[src/rtl/piece_drop_ctrl_pkg.sv]
// piece_drop_ctrl_pkg: board geometry and FSM encoding shared by the drop controller and the row finder.
package piece_drop_ctrl_pkg;
    localparam int NUM_COLS = 7;
    localparam int NUM_ROWS = 6;
    localparam int COL_W    = 3;
    localparam int CNT_W    = 6;
    localparam logic [CNT_W-1:0] TOTAL_CELLS = CNT_W'(NUM_COLS * NUM_ROWS);

    typedef enum logic [2:0] {
        S_IDLE,
        S_CHECK,
        S_REJECT,
        S_SHIFT,
        S_DRAW,
        S_WAIT
    } state_e;
endpackage

[src/rtl/piece_drop_ctrl_column_store.sv]
// column_store: per-column thermometer occupancy registers with shift-in, clear and column readout.
module column_store
    import piece_drop_ctrl_pkg::*;
#(
    parameter int NUM_COLS = piece_drop_ctrl_pkg::NUM_COLS,
    parameter int NUM_ROWS = piece_drop_ctrl_pkg::NUM_ROWS
) (
    input  logic                clk,
    input  logic                resetn,
    input  logic                clr_i,
    input  logic                shift_en_i,
    input  logic [COL_W-1:0]    sel_i,
    output logic [NUM_ROWS-1:0] col_o,
    output logic                top_o
);
    logic [NUM_ROWS-1:0] cols_q [NUM_COLS];

    always_ff @(posedge clk or negedge resetn) begin
        if (!resetn) begin
            for (int c = 0; c < NUM_COLS; c++) cols_q[c] <= '0;
        end else begin
            for (int c = 0; c < NUM_COLS; c++) begin
                if (clr_i)
                    cols_q[c] <= '0;
                else if (shift_en_i && sel_i == COL_W'(c))
                    cols_q[c] <= {cols_q[c][NUM_ROWS-2:0], 1'b1};
            end
        end
    end

    // An out-of-range select reads as an empty column.
    always_comb begin
        col_o = '0;
        for (int c = 0; c < NUM_COLS; c++)
            if (sel_i == COL_W'(c)) col_o = cols_q[c];
    end

    assign top_o = col_o[NUM_ROWS-1];
endmodule

[src/rtl/piece_drop_ctrl.sv]
// piece_drop_ctrl: validates column drops, updates occupancy, and handshakes each accepted piece with the VGA drawer.
module piece_drop_ctrl
#(
    parameter int NUM_COLS = piece_drop_ctrl_pkg::NUM_COLS,
    parameter int NUM_ROWS = piece_drop_ctrl_pkg::NUM_ROWS
) (
    input  logic                clk,
    input  logic                resetn,
    input  logic                drop_req,
    input  logic [2:0]          drop_col,
    input  logic                new_game,
    input  logic                draw_done,
    output logic [NUM_ROWS-1:0] onoff_val,
    output logic [2:0]          vga_col,
    output logic                player,
    output logic                draw_start,
    output logic                drop_reject,
    output logic                busy,
    output logic                board_full
);
    import piece_drop_ctrl_pkg::*;

    localparam logic [CNT_W-1:0] CELLS = CNT_W'(NUM_COLS * NUM_ROWS);

    state_e              state_q, state_d;
    logic [COL_W-1:0]    col_q, col_d, vga_q, vga_d;
    logic [CNT_W-1:0]    cnt_q, cnt_d;
    logic                player_q, player_d;
    logic [NUM_ROWS-1:0] onoff_q, onoff_d, col_val;
    logic                col_top, clr, shift_en;

    column_store #(.NUM_COLS(NUM_COLS), .NUM_ROWS(NUM_ROWS)) u_store (
        .clk        (clk),
        .resetn     (resetn),
        .clr_i      (clr),
        .shift_en_i (shift_en),
        .sel_i      (col_q),
        .col_o      (col_val),
        .top_o      (col_top)
    );

    always_ff @(posedge clk or negedge resetn) begin
        if (!resetn) begin
            state_q  <= S_IDLE;
            col_q    <= '0;
            vga_q    <= '0;
            cnt_q    <= '0;
            player_q <= 1'b0;
            onoff_q  <= '0;
        end else begin
            state_q  <= state_d;
            col_q    <= col_d;
            vga_q    <= vga_d;
            cnt_q    <= cnt_d;
            player_q <= player_d;
            onoff_q  <= onoff_d;
        end
    end

    always_comb begin
        state_d  = state_q;
        col_d    = col_q;
        vga_d    = vga_q;
        cnt_d    = cnt_q;
        player_d = player_q;
        onoff_d  = onoff_q;
        clr      = 1'b0;
        shift_en = 1'b0;
        case (state_q)
            S_IDLE: begin
                if (new_game) begin
                    clr      = 1'b1;
                    cnt_d    = '0;
                    player_d = 1'b0;
                end else if (drop_req) begin
                    col_d   = drop_col;
                    state_d = S_CHECK;
                end
            end
            S_CHECK: state_d = (32'(col_q) >= NUM_COLS || col_top || board_full) ? S_REJECT : S_SHIFT;
            S_REJECT: state_d = S_IDLE;
            S_SHIFT: begin
                shift_en = 1'b1;
                vga_d    = col_q;
                onoff_d  = {col_val[NUM_ROWS-2:0], 1'b1};
                cnt_d    = (cnt_q == CELLS) ? cnt_q : cnt_q + 1'b1;
                state_d  = S_DRAW;
            end
            S_DRAW: state_d = S_WAIT;
            S_WAIT: begin
                if (draw_done) begin
                    player_d = ~player_q;
                    state_d  = S_IDLE;
                end
            end
            default: state_d = S_IDLE;
        endcase
    end

    assign onoff_val   = onoff_q;
    assign vga_col     = vga_q;
    assign player      = player_q;
    assign draw_start  = (state_q == S_DRAW);
    assign drop_reject = (state_q == S_REJECT);
    assign busy        = (state_q != S_IDLE);
    assign board_full  = (cnt_q == CELLS);
endmodule
[config.mk]
export PLATFORM = sky130hd
export DESIGN_NAME = piece_drop_ctrl
export DESIGN_NICKNAME = d
export VERILOG_FILES = /design/src/rtl/piece_drop_ctrl_pkg.sv /design/src/rtl/piece_drop_ctrl_column_store.sv /design/src/rtl/piece_drop_ctrl.sv
export SDC_FILE = /design/constraint.sdc
export NUM_CORES = 1
export LEC_CHECK = 0
export CORE_UTILIZATION = 40
export DETAILED_ROUTE_END_ITERATION = 10
export PLACE_DENSITY = 0.62
export SYNTH_ARGS = -nofsm -noshare
export SYNTH_HDL_FRONTEND = slang
export SYNTH_SLANG_ARGS = --single-unit
[constraint.sdc]
create_clock -name clk -period 1.4 [get_ports clk]
set_input_delay 0.28 -clock clk [delete_from_list [all_inputs] [get_ports clk]]
set_output_delay 0.28 -clock clk [all_outputs]
set_load 0.1 [all_outputs]
# Yosys cells after proc, flatten, opt, wreduce, memory -nomap -nowiden
# Index checks and enable logic that the tools add are counted.
# totals
ff_bits	64
out_inout_bits	14
# op_classes
addsub	1
n_lt_le_gt_ge	1
n_eq_ne	17
mux	35
bitwise_logic	2
n_reduce_logical	25
# op_table
op	n
2-to-1 mux 6 bit	23
nonzero test 2 bit	9
== test 3 bit (second input constant)	5
case mux 3 bit (5 select lines)	1
== test 3 x 2 -> 1 bit (second input constant)	4
case mux 6 bit (2 select lines)	1
AND reduction 3 bit	4
!= test 2 bit (second input constant)	5
2-to-1 mux 3 bit	3
logical AND 1 bit	7
adder 6 x 1 -> 6 bit (second input constant)	1
== test 3 x 1 -> 1 bit (second input constant)	2
== test 6 bit (second input constant)	1
zero test 3 bit	2
2-to-1 mux 1 bit	6
>= comparator 3 bit (second input constant)	1
nonzero test 3 bit	1
logical OR 1 bit	2
NOT 1 bit	2
case mux 1 bit (2 select lines)	1

# Logic depth before layout (Yosys ltp)
# depth
ltp_word	12
depth_mapped	6
depth_no_buf	5

# By module
# From an unflattened synthesis, not the netlist that was laid out.
# hier_totals
hier_cells	315
area_unflattened_um2	3265.6
# by_module_without_submodules
module	n_inst	cells_per_inst	area_each_um2	seq_area_each_um2
column_store	1	207	2185.8	1051.0
piece_drop_ctrl	1	108	1079.8	550.5

# Worst setup path after synthesis
# OpenSTA, ideal clock, no wires.
# synth_timing
path_kind	register to output
start	register state_q[2]
end	output draw_start
arrival_ns	2.779
required_ns	1.120
slack_ns	-1.659
path_stages_with_launch	3
n_path_buf	1
path_cell_list	dfrtp_1 > buf_6 > nor3b_1
# synth_between
elab_chain_len	1
# synth_rtl
element	line	text
start: declaration	piece_drop_ctrl.sv:25	state_e state_q, state_d;
start signal: assignment	piece_drop_ctrl.sv:51	state_q <= state_d;
== test 3 bit	piece_drop_ctrl.sv:103	assign draw_start = (state_q == S_DRAW);
end: declaration	piece_drop_ctrl.sv:16	output logic draw_start,
# Every way passes these cells.

# Worst setup path in the final report
# layout_timing
start	register cnt_q[2]
end	output board_full
# layout_between
elab_chain_len	1
# layout_rtl
element	line	text
start: declaration	piece_drop_ctrl.sv:27	logic [CNT_W-1:0] cnt_q, cnt_d;
start signal: assignment	piece_drop_ctrl.sv:54	cnt_q <= cnt_d;
== test 6 bit	piece_drop_ctrl.sv:106	assign board_full = (cnt_q == CELLS);
end: declaration	piece_drop_ctrl.sv:19	output logic board_full
# Every way passes these cells.

==> metrics.md <==
| Metric | Value |
|---|---|
| Status | `finished with violations` |
| Failing checks | `negative setup slack` |
| Input/output buffers | `21` |
| Vias/cell | `5.45` |
| Crit path buffers/inverters | `1` |
| Post-DP Area | `3860 um2` |
| Final slew viol count | `0` |
| Clk pwr share | `18.3%` |
| Clock-pin slew of the registers on the worst-case setup and hold paths | `0.08 ns` |
| Max stage delay cell, worst path | `dfrtp_1` |
| Final ANT Viol Nets | `0` |
| Crit Path Max Fanout | `2` |
| CTS Buffer Depth | `2` |
| Crit Reg-Reg Endpoint | `u_store.cols_q[4]` |
| Vias in the first global route | `2,623` |
| Max VDD drop | `765 uV` |
| P_leak | `0.00220 uW` |
| GRT Resource Usage Total | `22.9%` |
| Crit path depth | `3` |
| Worst setup EP type | `output pin` |
| Mean Syn Cell Area | `10.4 um2` |
| Worst path required time | `1.12 ns` |
| Logic pwr share | `56.8%` |
| H-tree depth | `3` |
| Root Buffer | `clkbuf_8` |
| Ys flop type | `dfrtp_1` |
| R2R depth | `8` |
| Die Wd | `89.5 um` |
| Cell Rows | `31` |
| Netlist Area Pre-Place | `3070 um2` |
| Nets@finish | `403` |
| Worst slew pin tran | `0.366 ns` |
| CP delay by family, top | `simple AND/OR/NAND/NOR gates` |
| Fin crit share | `121%` |
| Seq/Total Area, Yosys | `52.2%` |
| Final setup violating endpoints | `66` |
| Via count | `2,709` |
| Flop2flop setup slack | `-0.23 ns` |
| RSZ-0062 raised after global routing | `yes` |
| Synth area leader | `dfrtp_1` |
| Reg power frac | `24.9%` |
| Power Density | `2160 nW/um2` |
| Asr flop ratio synth | `100%` |
| Final min period | `1.70 ns` |
| Synth-to-Final Area Change | `60.5%` |
| Gr ovfl total | `0` |
| Synthesized net count | `306` |
| Core footprint | `7330 um2` |
| Yosys reg bits | `64` |
| Die Height | `89.5 um` |
| Cells along the critical path | `nor3b_2 > and3_4 > buf_12` |
| Diodes inserted | `0` |
| Starting density of the core | `41.8%` |
| Top cells by area, synth | `dfrtp_1, a22o_1, nand2_1` |
| Fin cells | `497` |
| Initial antenna violation count | `0` |
| WS Path Type | `reg2out` |
| Drc violations | `0` |
| Cell count after synthesis | `296` |
| Place WS | `-0.176 ns` |
| Worst Slack Setup Final | `-0.300 ns` |
| Routed WL per cell | `18.4 um` |
| Fraction of layout cells with a size suffix above 1 | `48.7%` |
| Fillers | `474` |
| First-pass GRT wire length | `13,300 um` |
| Share of the synthesized area in the top cell type | `52.2%` |
| Hold Crit Class | `in2async` |
| TritonCTS Buffers | `9` |
| Relative slew slack | `75.4%` |
| Pwr Total | `10,600 uW` |
| P_int | `6210 uW` |
| Worst stage delay on the critical path | `0.41 ns` |
| F_max | `588 MHz` |
| Hpwl dp | `5040 um` |
| CTS tree | `yes` |
| IO Pins | `22` |
| Placed Cells incl. Taps | `441` |
| 1st-iter DRT viols | `130` |
| R2R Path Start | `state_q[1]` |
| Final Wtd Congestion | `0.829` |
| Switching power | `4390 uW` |
| EDFF count, synth | `0` |
| Startpoint types | `flop` |
| Design area | `4920 um2` |
| Routed WL | `9120 um` |
| Maxcap violations | `0` |
| Sw Share | `41.4%` |
| Warnings, synthesis | `0` |
| Number of clock sinks | `64` |
| Clock skew | `0.0130 ns` |
| Die footprint | `8020 um2` |
| Final hold violations | `0` |
| Clk Latency, worst-skew pair | `0.35 ns` |
| CP Capture Point | `board_full` |
| CP startpoint | `cnt_q[2]` |
| Synth unique cells | `47` |
| Pre-antenna DRT Iters | `4` |
| Largest net degree at the start of global routing | `65` |
| Worst Path Arrival | `1.42 ns` |
[per-stage QoR]
step           utilization [%]  setup TNS (ns)  hold slack, ns
2_1_floorplan                -          -0.935         -0.0156
3_3_place_gp              52.6           -4.75           0.315
3_5_place_dp              52.6           -5.16           0.322
4_1_cts                   63.2           -5.45           0.480
5_1_grt                   67.1          -12.18           0.507
6_report                  67.1           -8.54           0.456
[how the worst min path moves through the flow]
| stage | from | to | cells after the start |
|---|---|---|---|
| final | resetn | cnt_q[3] | 3 |
| after global routing | resetn | cnt_q[3] | 3 |
| after CTS | resetn | cnt_q[3] | 3 |
| after detailed placement | resetn | cnt_q[3] | 2 |
| after global placement | resetn | cnt_q[4] | 2 |
| after floorplan | resetn | cnt_q[0] | 0 |
[registers in the layout, summed over array words and instances, names as in the netlist]
signal and count:
cnt_q 6, u_store.cols_q 42, col_q 3, onoff_val 6
state_q 3, player 1, vga_col 3
[power groups by stage]
stage | Clock, uW | Combinational [uW] | Sequential, uW
after floorplan | 0 | 1940 | 3150
after global routing | 2070 | 6280 | 2670
final | 1950 | 6020 | 2640
after detailed placement | 0 | 4250 | 2620
after global placement | 0 | 4190 | 2600
after CTS | 1960 | 5350 | 2590
[area by class of cell]
| type | count | area (um2) | area share [%] |
|---|---|---|---|
| tap | 99 | 124 | 2.52 |
| clock buffer | 9 | 124 | 2.52 |
| inverter | 12 | 47.5 | 0.966 |
| clock inverter | 7 | 120 | 2.44 |
| multi-input combinational | 202 | 1670 | 33.9 |
| sequential | 64 | 1610 | 32.7 |
| timing repair buffer | 104 | 1230 | 24.9 |
[placed cells by master, fill, tap and decap left out, types with 3 or more instances in the layout]
master,instances
dfrtp_1,58
buf_4,43
buf_6,24
nand2_1,22
buf_12,22
nor2_1,20
a22o_1,19
o21ai_1,19
nand2_2,15
mux2i_1,12
inv_1,10
clkbuf_8,9
dfrtp_2,6
clkdlybuf4s50_1,6
nor2_4,5
nand2b_4,4
nor2_2,4
o21ai_2,4
a21oi_2,4
mux2_2,4
a22oi_2,4
buf_8,4
nand2_8,3
nor4_4,3
nand3_2,3
o211ai_1,3
nand3b_1,3
xor2_1,3
o32ai_1,3
nor4bb_1,3
bufinv_16,3
[per-layer routing]
| layer | track usage, % | routed length [um] | part of all wire [%] | vias up |
|---|---|---|---|---|
| li1 | - | - | - | 1244 |
| met1 | 28.2 | 3910 | 43 | 1354 |
| met2 | 38.1 | 4550 | 50 | 87 |
| met3 | 4.52 | 371 | 4.1 | 24 |
| met4 | 11.5 | 285 | 3.1 | 0 |
| met5 | 0 | 0 | 0 | - |
[synth_stat cells, types with 2 or more instances]
master / count
nor4_4: 2
o21ai_1: 15
nand3_1: 5
inv_1: 12
o21ai_0: 8
nor3_1: 4
mux2_2: 4
nor3_2: 2
nor4bb_1: 4
o211ai_1: 3
a21oi_1: 5
buf_2: 13
nor2_2: 3
clkbuf_1: 2
and3_1: 2
nand2b_1: 5
nand2_1: 41
a22o_1: 19
mux2i_1: 12
dfrtp_1: 64
ha_1: 2
nand4_1: 2
and2_1: 2
o32ai_1: 4
nand3b_1: 3
buf_4: 3
nor2_1: 26
nand4b_1: 2
nor2b_1: 2
a22oi_1: 4
xor2_1: 3
nor3b_1: 3
[logic make-up after synthesis]
| kind of cell | after synthesis | share of synthesized area [%] |
|---|---|---|
| DFF | 64 | 52.2 |
| muxes | 16 | 5.39 |
| xor gates and xnor gates | 3 | 0.857 |
| AOI/OAI and AO/OA | 65 | 15.0 |
| buffers and inverters | 31 | 4.94 |
| adders and majority gates | 2 | 0.816 |
| and+or+nand+nor | 115 | 20.8 |
[worst reg2reg max path, delay by kind of cell (launching register included)]
kind / cells / cell delay, ns
buf+inv: 5 / 0.62
simple gates: 2 / 0.24
compound gates: 1 / 0.21
flops: 1 / 0.45
[timing repair]
action | in CTS | in global routing
endpoints found under the setup margin | 58 | 62
setup buffers | 24 | 16
cloned | 5 | 1
pin swaps | 44 | 26
gates resized for setup | 81 | 49
hold buffers | 1 | 0
hold endpoints to repair | 64 | 0
Note: power is estimated with default switching activity, not from simulation.
